### config.mk
export PLATFORM = sky130hd
export DESIGN_NAME = sap_control_sequencer
export DESIGN_NICKNAME = d
export VERILOG_FILES = /design/src/rtl/sap_ctrl_pkg.sv /design/src/rtl/decoder_4line_16line.sv /design/src/rtl/ring_counter_6.sv /design/src/rtl/sap_control_sequencer.sv
export SDC_FILE = /design/constraint.sdc
export NUM_CORES = 1
export LEC_CHECK = 0
export BUFFER_PORTS_ARGS = -buffer_cell sky130_fd_sc_hd__buf_2
export CAP_MARGIN = 15
export CORE_MARGIN = 10
export CORE_UTILIZATION = 35
export CTS_CLUSTER_SIZE = 25
export DETAILED_ROUTE_END_ITERATION = 6
export PLACE_DENSITY_LB_ADDON = 0.1
export SLEW_MARGIN = 25
export SYNTH_ARGS = -nofsm -noshare
export SYNTH_HDL_FRONTEND = slang
export SYNTH_HIERARCHICAL = 1
export SYNTH_SLANG_ARGS = --single-unit
### constraint.sdc
create_clock -name clk -period 4.5 [get_ports clk]
set_input_delay 0.9 -clock clk [delete_from_list [all_inputs] [get_ports clk]]
set_output_delay 0.9 -clock clk [all_outputs]
set_load 0.05 [all_outputs]
### src/rtl/sap_ctrl_pkg.sv
// sap_ctrl_pkg: shared opcodes, control-bit indices and one-hot T-states for the SAP-1 sequencer
package sap_ctrl_pkg;

    localparam int CW_WIDTH = 12;
    localparam int NUM_T    = 6;

    localparam logic [3:0] OP_LDA = 4'h0;
    localparam logic [3:0] OP_ADD = 4'h1;
    localparam logic [3:0] OP_SUB = 4'h2;
    localparam logic [3:0] OP_OUT = 4'hE;
    localparam logic [3:0] OP_HLT = 4'hF;

    localparam int CW_CP = 11;
    localparam int CW_EP = 10;
    localparam int CW_LM = 9;
    localparam int CW_CE = 8;
    localparam int CW_LI = 7;
    localparam int CW_EI = 6;
    localparam int CW_LA = 5;
    localparam int CW_EA = 4;
    localparam int CW_SU = 3;
    localparam int CW_EU = 2;
    localparam int CW_LB = 1;
    localparam int CW_LO = 0;

    typedef enum logic [NUM_T-1:0] {
        T1 = 6'b000001,
        T2 = 6'b000010,
        T3 = 6'b000100,
        T4 = 6'b001000,
        T5 = 6'b010000,
        T6 = 6'b100000
    } t_state_e;

endpackage

### src/rtl/decoder_4line_16line.sv
// decoder_4line_16line: one-hot 4-to-16 decoder with output enable
module decoder_4line_16line (
    input  logic        o_en,
    input  logic [3:0]  sel,
    output logic [15:0] y
);

    // one output line per select value, all low when disabled
    always_comb begin
        y = o_en ? (16'h0001 << sel) : 16'h0000;
    end

endmodule

### src/rtl/ring_counter_6.sv
// ring_counter_6: one-hot T-state ring with enable, clear-to-zero and load-T1
module ring_counter_6
    import sap_ctrl_pkg::*;
(
    input  logic             clk,
    input  logic             rst,
    input  logic             en,
    input  logic             clr,
    input  logic             load_t1,
    output logic [NUM_T-1:0] q
);

    // reset wins, then halt clear, then early wrap, then normal rotation
    always_ff @(posedge clk) begin
        if (rst)
            q <= T1;
        else if (clr)
            q <= '0;
        else if (load_t1)
            q <= T1;
        else if (en)
            q <= {q[NUM_T-2:0], q[NUM_T-1]};
    end

endmodule

### src/rtl/sap_control_sequencer.sv
// sap_control_sequencer: SAP-1 T-state sequencer and control word generator (option: SEQ_EARLY_FETCH_EN)
module sap_control_sequencer
    import sap_ctrl_pkg::*;
(
    input  logic                clk,
    input  logic                rst,
    input  logic                run_en,
    input  logic                step,
    input  logic [3:0]          opcode,
    output logic [CW_WIDTH-1:0] ctrl_word,
    output logic [NUM_T-1:0]    t_state,
    output logic                halted,
    output logic                instr_done
);

    logic [15:0]         dec;
    logic                dec_en;
    logic                adv;
    logic                last;
    logic                halt_now;
    logic                load_t1;
    logic                is_lda, is_add, is_sub, is_out, is_hlt, is_nop, is_mem;
    logic [CW_WIDTH-1:0] cw;

    assign dec_en = ~halted;

    decoder_4line_16line u_dec (
        .o_en (dec_en),
        .sel  (opcode),
        .y    (dec)
    );

    ring_counter_6 u_ring (
        .clk     (clk),
        .rst     (rst),
        .en      (adv),
        .clr     (halt_now),
        .load_t1 (load_t1),
        .q       (t_state)
    );

    // opcode classes, advance qualifier and end-of-instruction detection
    always_comb begin
        is_lda   = dec[OP_LDA];
        is_add   = dec[OP_ADD];
        is_sub   = dec[OP_SUB];
        is_out   = dec[OP_OUT];
        is_hlt   = dec[OP_HLT];
        is_nop   = |dec[13:3];
        is_mem   = is_lda | is_add | is_sub;
        adv      = (run_en | step) & ~halted;
        halt_now = adv & t_state[3] & is_hlt;
`ifdef SEQ_EARLY_FETCH_EN
        last     = (t_state[2] & is_nop) | (t_state[3] & is_out) |
                   (t_state[4] & is_lda) | (t_state[5] & (is_add | is_sub));
        load_t1  = adv & last;
`else
        last     = t_state[5];
        load_t1  = 1'b0;
`endif
        instr_done = adv & last;
    end

    // control word from T-state and decoded opcode, gated so held cycles issue nothing
    always_comb begin
        cw        = '0;
        cw[CW_EP] = t_state[0];
        cw[CW_LM] = t_state[0] | (t_state[3] & is_mem);
        cw[CW_CP] = t_state[1];
        cw[CW_CE] = t_state[2] | (t_state[4] & is_mem);
        cw[CW_LI] = t_state[2];
        cw[CW_EI] = t_state[3] & is_mem;
        cw[CW_LA] = (t_state[4] & is_lda) | (t_state[5] & (is_add | is_sub));
        cw[CW_LB] = t_state[4] & (is_add | is_sub);
        cw[CW_EU] = t_state[5] & (is_add | is_sub);
        cw[CW_SU] = t_state[5] & is_sub;
        cw[CW_EA] = t_state[3] & is_out;
        cw[CW_LO] = t_state[3] & is_out;
        ctrl_word = adv ? cw : '0;
    end

    // halt latches on leaving T4 of HLT and only reset releases it
    always_ff @(posedge clk) begin
        if (rst)
            halted <= 1'b0;
        else if (halt_now)
            halted <= 1'b1;
    end

endmodule

# Yosys cells after proc, flatten, opt, wreduce, memory -nomap -nowiden
# Cells that the tools add are included.
[word_totals]
out_inout_bits = 20
register_bits = 7
input_bits = 8
[op_classes]
muxes = 4
bitwise_logic = 19
shift = 1
reduce_logical = 2
[op_table]
columns = ["operator", "n"]
rows = [
  ["16-bit two-way mux", 1],
  ["1-bit by 4-bit << shifter with 16-bit output, first input constant", 1],
  ["12-bit two-way mux", 1],
  ["1-bit bitwise AND", 11],
  ["1-bit OR", 7],
  ["1-bit two-way mux", 2],
  ["2-bit nonzero test", 1],
  ["2-bit OR reduction", 1],
  ["1-bit inverter", 1],
]

# Longest topological paths before layout
[logic_depth]
ltp_word = 7
depth_mapped = 6
ltp_nobuf = 6

# Hierarchy
# The synthesis kept the hierarchy.
[by_module_without_submodules]
columns = ["module", "cells_each", "area_per_inst_um2", "n_inst"]
rows = [
  ["ring_counter_6", 22, 232.7, 1],
  ["sap_control_sequencer", 30, 195.2, 1],
  ["decoder_4line_16line", 23, 120.1, 1],
]

# Worst setup path before layout
# Ideal clock, no wire load.
[synth_timing]
kind = "input-to-output"
start = "in opcode[1]"
end = "out ctrl_word[8]"
arrival_time_ps = 2686
stages = 4
t_required_ps = 3600
setup_slack_ps = 914
path_cell_list = "or3b_4 -> nor3_2 -> nor4_1 -> nor3_1"
[synth_between]
elab_chain_cells = 7
[synth_rtl]
columns = ["item", "line", "text"]
rows = [
  ["from (decl)", "sap_control_sequencer.sv:9", "input logic [3:0] opcode,"],
  ["1-bit by 4-bit << shifter with 16-bit output", "decoder_4line_16line.sv:10", "y = o_en ? (16'h0001 << sel) : 16'h0000;"],
  ["16-bit two-way mux", "decoder_4line_16line.sv:10", ""],
  ["named net dec[0]", "sap_control_sequencer.sv:16", "logic [15:0] dec;"],
  ["1-bit OR (2 in series)", "sap_control_sequencer.sv:50", "is_mem = is_lda | is_add | is_sub;"],
  ["1-bit bitwise AND", "sap_control_sequencer.sv:70", "cw[CW_CE] = t_state[2] | (t_state[4] & is_mem);"],
  ["1-bit OR", "sap_control_sequencer.sv:70", ""],
  ["12-bit two-way mux", "sap_control_sequencer.sv:79", "ctrl_word = adv ? cw : '0;"],
  ["to (decl)", "sap_control_sequencer.sv:10", "output logic [CW_WIDTH-1:0] ctrl_word,"],
]
# The timed path passes the listed nets, and every way through them passes these cells.

# Worst setup path after layout
[layout_timing]
start = "in opcode[2]"
end = "out ctrl_word[9]"
[layout_between]
elab_cells_between_ends = 7
cone_classes = "shift: 1; mux: 2; bitwise: 4"
[layout_lines]
columns = ["item", "line", "text"]
rows = [
  ["1-bit by 4-bit << shifter with 16-bit output", "decoder_4line_16line.sv:10", ""],
  ["16-bit two-way mux", "decoder_4line_16line.sv:10", ""],
  ["named net dec[2]", "sap_control_sequencer.sv:16", ""],
  ["1-bit OR", "sap_control_sequencer.sv:50", ""],
  ["1-bit bitwise AND", "sap_control_sequencer.sv:68", "cw[CW_LM] = t_state[0] | (t_state[3] & is_mem);"],
  ["1-bit OR", "sap_control_sequencer.sv:68", ""],
  ["12-bit two-way mux", "sap_control_sequencer.sv:79", ""],
]
# The timed path passes the listed nets, and every way through them passes these cells.

==> results.cfg <==
[drt]
routed_via_density = 4.82
drtPass1Iterations = 4
vias = 521
drt-initial-drc-count = 9
ant_nets = 0
drt_drc_violations_left = 0
wl_per_cell_um = 12.9
drt-total-wl_mm = 1.39

[sta]
finalHoldViolCount = 0
slew_headroom_pct = 58.4
finalMaxSlewViolations = 0
whs_ns = 0.537
finalCriticalPeriod_ns = 3.13
rsz0062_at_grt = false
fmax_mhz = 319
fin_crit_sh_pct = 69.6
setup_viol = 0
tns_ns = 0
worstMarginPinSlew_ns = 0.620
finClkSkew_ns = 0.000345

[critical_path]
cp_slowest_cell = nor3_1
crit_required_ns = 3.60
critPathLaunchType = input port
crit_chain = buf_2 > nand3b_1 > nor3_1 > nor4_1 > nor3_1 > buf_2
cp.depth = 6
reg2regPathDepth = 5
arrival_ns = 2.23
critPathMaxStageDelay_ns = 0.49
critPathTopFamily = simple AND/OR/NAND/NOR gates
crit_path_max_fanout = 7
crit_type = in -> out
cp-end-kind = output pin
cp_num_buf_inv = 2

[global_route]
grt_pass1_wl_mm = 2.17
grt_overflow = 0
antenna_found_initial = 0
grt_max_degree = 15
grt_pass1_vias = 482
grt_usage_pct = 7.95

[cts]
numCtsBuffers = 3
htree_num_levels = 1
cts_resized = 0
clkTransAtPathRegs_ns = 0.05
clockRootBuffer = clkbuf_4
cts_buffer_depth = 2
cts_tree = yes
postCtsSetupRepairBufs = 0
hold_buffers = 0
clock_sinks = 7
worstSkewPairLatency_ns = 0.24

[hold_path]
hold_class = reg -> reg
hold_path_depth = 2

[pwr]
power_density_nw_per_um2 = 238
p_leak_uw = 0.000365
ir_drop_mv = 0.150

[die]
die_h_um = 57.7
fp.dieW_um = 57.7
rows = 13
dieArea_um2 = 3330
io_pins = 28
core-area_um2 = 1320
start_util_pct = 37.7

[cells_and_area]
stdcell_area_um2 = 668
num_antenna_cells = 0
syn_to_final_growth_pct = 34.5
fin_nets = 102
layout-drive-gt1-share_pct = 39.8

[logic_synthesis]
synth-warning-count = 6
syn_inst = 63
netlist_area_um2 = 497
avgSynthCellArea_um2 = 7.88

[flow_run]
drv_cap = 0

[outcome]
status = finished clean

[placement]
post_dp_cell_area_um2 = 642
portBuffers = 27
gp_congestion = 0.739
hpwl_mm = 1.11
[area by class of cell]
class,instances,area [µm²]
inverter,3,13.8
tap,15,18.8
timing repair buffer,27,135
fill,142,649
clock buffer,4,26.3
multi-input combinational,52,334
sequential,7,140
[layer usage]
metal	up-vias	global-route usage, %	share of wire, %
met4	0	5.03	1.0
met1	232	8.70	42
li1	276	-	-
met3	2	2.61	7.1
met2	11	12.9	49
met5	-	0	0
[per-stage QoR]
| stage | total power [µW] | worst slack (ns) | std cells | utilization [%] |
|---|---|---|---|---|
| after global placement | 106 | 1.37 | 104 | 48.7 |
| final | 159 | 1.37 | 108 | 50.7 |
| after global routing | 168 | 1.19 | 108 | 50.7 |
| after CTS | 161 | 1.37 | 108 | 50.7 |
| after detailed placement | 106 | 1.37 | 104 | 48.7 |
| after floorplan | 94.5 | 0.931 | 64 | - |
[power breakdown]
group          switching, µW  internal (µW)  leakage (µW)  total, µW
logic                   26.7           12.5      0.000293       39.2
clock network           20.8           33.7     0.0000150       54.5
registers               1.70           63.5     0.0000569       65.2
total                   49.2            110      0.000365        159
[registers in the layout, summed over array words and instances, names as in the netlist]
register  flops
u_ring/q      6
halted        1
[cells in the final DEF, fill, tap and decap left out, types with 2 or more instances in the layout]
cell / count
a21oi_1: 2
and2_1: 4
and3_1: 3
buf_2: 27
clkbuf_4: 3
conb_1: 2
dfxtp_1: 7
inv_1: 2
mux2i_1: 6
nand2_1: 2
nand2b_1: 3
nor2_1: 11
nor3_1: 5
nor4_1: 2
o21ai_0: 2
[worst register-to-register path, stage by stage (launching register included)]
cell	delay [ns]
dfxtp_1	0.33
o21bai_4	0.18
inv_4	0.13
and3_1	0.22
or3_4	0.42
nor2_1	0.11
[path summary, 6_finish.rpt]
path	slack, ns	endpoint	from
worst min register to register	0.54	u_ring/q[1]$_SDFFE_PP0P_	u_ring/q[1]$_SDFFE_PP0P_
worst max register to register	3.05	u_ring/q[3]$_SDFFE_PP0P_	halted$_SDFFE_PP0P_
worst max-delay path	1.37	ctrl_word[9]	opcode[2]
worst min-delay path	0.54	u_ring/q[1]$_SDFFE_PP0P_	u_ring/q[1]$_SDFFE_PP0P_
(Power assumes the default switching activity.)
